--- config.mk ---
export PLATFORM = sky130hd
export DESIGN_NAME = reg_file_flat
export DESIGN_NICKNAME = d
export VERILOG_FILES = /design/src/rtl/cpu_pkg.sv /design/src/rtl/reg_file_if.sv /design/src/rtl/reg_file_read_port.sv /design/src/rtl/reg_file.sv /design/src/flat_wrapper.sv
export SDC_FILE = /design/constraint.sdc
export NUM_CORES = 2
export LEC_CHECK = 0
export BUFFER_PORTS_ARGS = -buffer_cell sky130_fd_sc_hd__buf_2
export CORE_MARGIN = 1
export CORE_UTILIZATION = 43
export DETAILED_ROUTE_END_ITERATION = 10
export GPL_ROUTABILITY_DRIVEN = 0
export SYNTH_ARGS = -nofsm -noshare
export SYNTH_HDL_FRONTEND = slang
export SYNTH_SLANG_ARGS = --single-unit
--- constraint.sdc ---
create_clock -name clk -period 1.4 [get_ports clk]
set_clock_uncertainty 0.05 [all_clocks]
set_input_delay 0 -clock clk [delete_from_list [all_inputs] [get_ports clk]]
set_output_delay 0 -clock clk [all_outputs]
set_load 0.01 [all_outputs]
--- src/rtl/cpu_pkg.sv ---
// Shared CPU definitions: register address/data widths, typed aliases and
// the special register numbers used by the register file.
package cpu_pkg;

  localparam int REG_AW = 5;
  localparam int DW     = 32;
  localparam int NREG   = 32;

  typedef logic [REG_AW-1:0] reg_addr_t;
  typedef logic [DW-1:0]     word_t;

  localparam reg_addr_t REG_ZERO = 5'd0;
  localparam reg_addr_t REG_RA   = 5'd31;

  // R0 is hard-wired to zero; every path that touches it asks this.
  function automatic logic is_zero_reg(input reg_addr_t a);
    return (a == REG_ZERO);
  endfunction

endpackage

--- src/rtl/reg_file_if.sv ---
// Register file bus: read addresses/data, GPR writeback with overflow
// qualification, HI/LO write and readback, and the trap flag.
interface reg_file_if;
  import cpu_pkg::*;

  reg_addr_t  ra_addr;
  reg_addr_t  rb_addr;
  word_t      bus_a;
  word_t      bus_b;
  logic       wr_en;
  reg_addr_t  wr_addr;
  word_t      wr_data;
  logic       ovf_chk;
  logic       alu_ovf;
  logic [1:0] hilo_we;
  word_t      hi_in;
  word_t      lo_in;
  word_t      hi_out;
  word_t      lo_out;
  logic       ovf_trap;

  // Datapath side: drives addresses and writeback, consumes read data.
  modport master (
    output ra_addr, rb_addr, wr_en, wr_addr, wr_data, ovf_chk, alu_ovf,
           hilo_we, hi_in, lo_in,
    input  bus_a, bus_b, hi_out, lo_out, ovf_trap
  );

  // Register file side.
  modport slave (
    input  ra_addr, rb_addr, wr_en, wr_addr, wr_data, ovf_chk, alu_ovf,
           hilo_we, hi_in, lo_in,
    output bus_a, bus_b, hi_out, lo_out, ovf_trap
  );

endinterface

--- src/rtl/reg_file_read_port.sv ---
// One combinational read port of the register file: address decode,
// R0 zero-force and, when RF_BYPASS_EN is defined, same-cycle
// write-through of the qualified write data.
module rf_read_port
  import cpu_pkg::*;
(
  output word_t     o_data,
  input  reg_addr_t i_addr,
  input  word_t     i_regs [NREG]
`ifdef RF_BYPASS_EN
  ,
  input  logic      i_we,
  input  reg_addr_t i_wr_addr,
  input  word_t     i_wr_data
`endif
);

  // Select stored word, optionally forward the in-flight write, force R0 to 0.
  always_comb begin
    o_data = i_regs[i_addr];
`ifdef RF_BYPASS_EN
    if (i_we && (i_wr_addr == i_addr)) begin
      o_data = i_wr_data;
    end
`endif
    if (is_zero_reg(i_addr)) begin
      o_data = '0;
    end
  end

endmodule

--- src/rtl/reg_file.sv ---
// 32 x 32-bit GPR file plus HI/LO for the single-cycle datapath.
// A trapping add/sub that overflows suppresses its GPR write and raises
// ovf_trap for one cycle. Optional feature macro: RF_BYPASS_EN (read ports
// return the qualified write data in the same cycle).
module reg_file
  import cpu_pkg::*;
(
  input logic        clk,
  input logic        rst_n,
  reg_file_if.slave  rf
);

  logic  w_trap_cond;
  logic  w_we_eff;
  word_t w_regs [NREG];
  word_t w_bus_a;
  word_t w_bus_b;
  word_t r_gpr [1:NREG-1];
  word_t r_hi;
  word_t r_lo;
  logic  r_ovf_trap;

  assign w_trap_cond = rf.ovf_chk & rf.alu_ovf;
  assign w_we_eff    = rf.wr_en & ~is_zero_reg(rf.wr_addr) & ~w_trap_cond;

  // R0 has no storage; the read view sees a constant zero there.
  assign w_regs[0] = '0;

  genvar gi;
  generate
    for (gi = 1; gi < NREG; gi++) begin : g_gpr
      // One GPR: loads wr_data when the qualified write targets it.
      always_ff @(posedge clk or negedge rst_n) begin
        if (!rst_n) begin
          r_gpr[gi] <= '0;
        end else if (w_we_eff && (rf.wr_addr == reg_addr_t'(gi))) begin
          r_gpr[gi] <= rf.wr_data;
        end
      end
      assign w_regs[gi] = r_gpr[gi];
    end
  endgenerate

  // HI and LO load independently and ignore the overflow qualifier.
  always_ff @(posedge clk or negedge rst_n) begin
    if (!rst_n) begin
      r_hi <= '0;
      r_lo <= '0;
    end else begin
      if (rf.hilo_we[1]) r_hi <= rf.hi_in;
      if (rf.hilo_we[0]) r_lo <= rf.lo_in;
    end
  end

  // Trap flag: any suppressed write request, including one aimed at R0.
  always_ff @(posedge clk or negedge rst_n) begin
    if (!rst_n) begin
      r_ovf_trap <= 1'b0;
    end else begin
      r_ovf_trap <= rf.wr_en & w_trap_cond;
    end
  end

  rf_read_port u_port_a (
    .o_data    (w_bus_a),
    .i_addr    (rf.ra_addr),
    .i_regs    (w_regs)
`ifdef RF_BYPASS_EN
    ,
    .i_we      (w_we_eff),
    .i_wr_addr (rf.wr_addr),
    .i_wr_data (rf.wr_data)
`endif
  );

  rf_read_port u_port_b (
    .o_data    (w_bus_b),
    .i_addr    (rf.rb_addr),
    .i_regs    (w_regs)
`ifdef RF_BYPASS_EN
    ,
    .i_we      (w_we_eff),
    .i_wr_addr (rf.wr_addr),
    .i_wr_data (rf.wr_data)
`endif
  );

  assign rf.bus_a    = w_bus_a;
  assign rf.bus_b    = w_bus_b;
  assign rf.hi_out   = r_hi;
  assign rf.lo_out   = r_lo;
  assign rf.ovf_trap = r_ovf_trap;

endmodule

--- src/flat_wrapper.sv ---
// flat-port wrapper written by rule: the top's interface ports become plain ports
module reg_file_flat import cpu_pkg::*;
  (clk, rst_n, rf_ra_addr, rf_rb_addr, rf_wr_en, rf_wr_addr, rf_wr_data, rf_ovf_chk, rf_alu_ovf, rf_hilo_we, rf_hi_in, rf_lo_in, rf_bus_a, rf_bus_b, rf_hi_out, rf_lo_out, rf_ovf_trap);
  reg_file_if rf_i ();
  input logic clk;
  input logic rst_n;
  input wire logic [$bits(rf_i.ra_addr)-1:0] rf_ra_addr;
  input wire logic [$bits(rf_i.rb_addr)-1:0] rf_rb_addr;
  input wire logic [$bits(rf_i.wr_en)-1:0] rf_wr_en;
  input wire logic [$bits(rf_i.wr_addr)-1:0] rf_wr_addr;
  input wire logic [$bits(rf_i.wr_data)-1:0] rf_wr_data;
  input wire logic [$bits(rf_i.ovf_chk)-1:0] rf_ovf_chk;
  input wire logic [$bits(rf_i.alu_ovf)-1:0] rf_alu_ovf;
  input wire logic [$bits(rf_i.hilo_we)-1:0] rf_hilo_we;
  input wire logic [$bits(rf_i.hi_in)-1:0] rf_hi_in;
  input wire logic [$bits(rf_i.lo_in)-1:0] rf_lo_in;
  output wire logic [$bits(rf_i.bus_a)-1:0] rf_bus_a;
  output wire logic [$bits(rf_i.bus_b)-1:0] rf_bus_b;
  output wire logic [$bits(rf_i.hi_out)-1:0] rf_hi_out;
  output wire logic [$bits(rf_i.lo_out)-1:0] rf_lo_out;
  output wire logic [$bits(rf_i.ovf_trap)-1:0] rf_ovf_trap;
  assign rf_i.ra_addr = rf_ra_addr;
  assign rf_i.rb_addr = rf_rb_addr;
  assign rf_i.wr_en = rf_wr_en;
  assign rf_i.wr_addr = rf_wr_addr;
  assign rf_i.wr_data = rf_wr_data;
  assign rf_i.ovf_chk = rf_ovf_chk;
  assign rf_i.alu_ovf = rf_alu_ovf;
  assign rf_i.hilo_we = rf_hilo_we;
  assign rf_i.hi_in = rf_hi_in;
  assign rf_i.lo_in = rf_lo_in;
  assign rf_bus_a = rf_i.bus_a;
  assign rf_bus_b = rf_i.bus_b;
  assign rf_hi_out = rf_i.hi_out;
  assign rf_lo_out = rf_i.lo_out;
  assign rf_ovf_trap = rf_i.ovf_trap;
  reg_file u_core (.clk(clk), .rst_n(rst_n), .rf(rf_i));
endmodule
==> summary.md <==
| Metric | Value |
|---|---|
| Placed insts | 6624 |
| Netlist Area Pre-Place | 55800 µm² |
| Dpl hpwl | 132000 µm |
| Row count | 131 |
| Peak supply drop | 1.00 mV |
| Number of I/O pins | 247 |
| Post-synthesis async set-or-reset flop share | 100% |
| Most used routing layer in global routing | met2 |
| Number of enable flip-flop cells after synthesis | 0 |
| Clock transition at path regs | 0.06 ns |
| Clk buf depth | 3 |
| Drt pass-1 iters | 6 |
| Mean area per synthesized cell | 13.0 µm² |
| Crit path max fanout | 2 |
| Largest cells by area after synthesis | dfrtp_1 47%, mux2_2 21%, mux2i_1 13% |
| Clock sinks | 1057 |
| Total gr overflow | 0 |
| Initial antenna violation count | 9 |
| Pwr per Cell Area | 1250 nW/µm² |
| Worst Hold Class | in2reg |
| Startpoint types | flop |
| Die area | 131000 µm² |
| # port buffers | 246 |
| Seq cells post-synth | 1057 |
| Slew Viols, Final | 0 |
| Largest net degree at the start of global routing | 109 |
| Crit Path Class | reg2out |
| Detailed-route DRC error count | 0 |
| Hold Vio Cnt, Final | 0 |
| Area Growth Syn to Fin | 32.1% |
| Net Count, Synth | 4403 |
| Core area | 128000 µm² |
| Grt met1 use | 43.2% |
| CP max stage cell | mux4_2 |
| Via Count | 42757 |
| Setup ws final | -1.17 ns |
| Initial Util | 43.5% |
| CP required | 1.35 ns |
| First-pass GRT wire length | 298000 µm |
| Share of cells above drive strength 1 | 48.5% |
| Crit-path cells | mux4_2 -> mux4_2 -> o211a_1 -> buf_2 |
| Nets | 5366 |
| Non-filler cells in the finished layout | 7075 |
| Chip width | 362 µm |
| Top_reg_cell synth | dfrtp_1 |
| RSZ-0062 raised after global routing | yes |
| Period utilisation layout | 184% |
| CP endpoint kind | output port |
| Failing checks | negative setup slack |
| Mapped Cells | 4285 |
| Slew Limit Headroom | 40.8% |
| Final setup TNS | -59.47 ns |
| Clk_lat worst skew | 0.73 ns |
| Setup WS pre-CTS | -0.709 ns |
| Iter 0 DRT Violations | 4094 |
| CTS buffer count | 119 |
| Max capacitance violation total | 0 |
| Fillers | 10441 |
| Peak Freq | 389 MHz |
| GRT met3 Usage | 5.64% |
| Worst-Margin Slew | 0.886 ns |
| Post-Route WL | 203000 µm |
| Number of global-route vias before repair | 43889 |
| Distinct cells, synth | 43 |
| Yosys warning count | 0 |
| Grt met2 use | 48.0% |
| Cell family with most CP delay | multiplexers |
| Most used cell, CP | mux4_2 |
| Routed Antenna Nets | 0 |
| Via/cell ratio | 6.04 |
| Most common cell after layout, fill and taps aside | dfrtp_1 |
| Setup violations, final | 64 |
| CTS tree | yes |
| Cell taking the most area after synthesis | dfrtp_1 |
| Clock period minus worst slack | 2.57 ns |
| Crit path DAT | 2.52 ns |
| CTS H-Tree Depth | 3 |
| Critical path buffers and inverters | 1 |
| Static leakage | 35.2 nW |
| Routed wire per std cell | 28.7 µm |
| Status | finished with violations |
| Seq/Total Area, Yosys | 47.4% |
| Post-synth top area share | 47.4% |
| Total track usage | 30.7% |
| Max stage delay on crit path | 0.50 ns |
| Commonest non-fill, non-tap cells in the layout | 1057 x dfrtp_1, 1038 x mux2_2, 695 x mux2i_1 |
| DIE HEIGHT | 362 µm |
| Root buf cell | clkbuf_16 |
==> path summary, 6_finish.rpt <==
kind                                      start              endpoint  slack, ns  depth (start not counted)
max                           u_core.r_gpr[542]          rf_bus_b[30]      -1.17                          4
min in group asynchronous                 rst_n     u_core.r_gpr[341]       0.47                          4
max reg2reg                 u_core.rf.lo_out[2]   u_core.rf.lo_out[2]       0.01                          2
max in group asynchronous                 rst_n     u_core.r_gpr[809]       0.09                          6
min reg2reg                u_core.rf.hi_out[20]  u_core.rf.hi_out[20]       0.45                          1
min                               rf_wr_addr[4]     u_core.r_gpr[551]      0.008                          6
==> stage by stage <==
step                      utilization (%)  hold WS, ns  cell area (µm²)  power (W)
after floorplan                         -       -0.346            56300     0.0505
after global placement               51.7       0.0781            66200     0.0586
after detailed placement             51.7       0.0723            66200     0.0591
after CTS                            57.1      -0.0190            73200     0.0921
after global routing                 57.5       0.0176            73700     0.0960
final                                57.5      0.00761            73700     0.0922
==> kinds of logic after synthesis <==
kind of cell    synth area share (%)
compound gates                  6.33
buf+inv                         3.68
flops                           47.4
mux                             39.2
simple gates                    3.41
==> cell type report <==
type / instances / area, µm² / area share, %
tap: 1729 / 2160 / 2.93
timing repair buffer: 1279 / 12300 / 16.7
inverter: 3 / 11.3 / 0.0153
multi-input combinational: 2788 / 28900 / 39.2
antenna: 3 / 7.51 / 0.0102
sequential: 1057 / 26500 / 35.9
clock buffer: 182 / 3530 / 4.80
clock inverter: 34 / 397 / 0.538
==> tightest hold or removal path: cells and delay by family <==
kind / cells / cell delay (ns)
and+or+nand+nor: 2 / 0.20
muxes: 1 / 0.22
buffers and inverters: 3 / 0.35
==> cell usage after synthesis (36+ instances only) <==
cell	count
dfrtp_1	1057
mux2_2	1042
mux2i_1	698
clkbuf_1	218
o22ai_1	194
a22oi_1	156
nand2_1	141
nor3_1	127
buf_2	121
mux4_2	100
mux2_1	78
buf_4	57
nand3_1	38
buf_1	36
==> registers in the layout (all words and copies together) (netlist names) <==
signal and count:
u_core.r_gpr 992, u_core.rf.hi_out 32, u_core.rf.lo_out 32, u_core.rf.ovf_trap 1
==> routing by layer <==
layer  part of all wire (%)  vias to the layer above
met3                    7.5                      406
met2                     46                     1693
met1                     44                    22542
met4                    3.1                        8
met5                  0.039                        -
li1                       -                    18108
==> power by group <==
group	leakage [nW]	internal, W	total, W	switching (W)
Sequential	13.7	0.0357	0.0394	0.00371
Combinational	19.6	0.0120	0.0211	0.00910
Clock	1.93	0.0184	0.0316	0.0132
==> what timing repair did <==
item | in CTS | in global routing
hold endpoints to repair | 2114 | 5
pin swaps | 102 | 56
setup buffers | 20 | 11
gates resized for setup | 110 | 146
hold buffers | 231 | 1
cloned | 0 | 1
setup endpoints to repair | 64 | 1611
No activity file was read; power rests on OpenSTA's default activity.
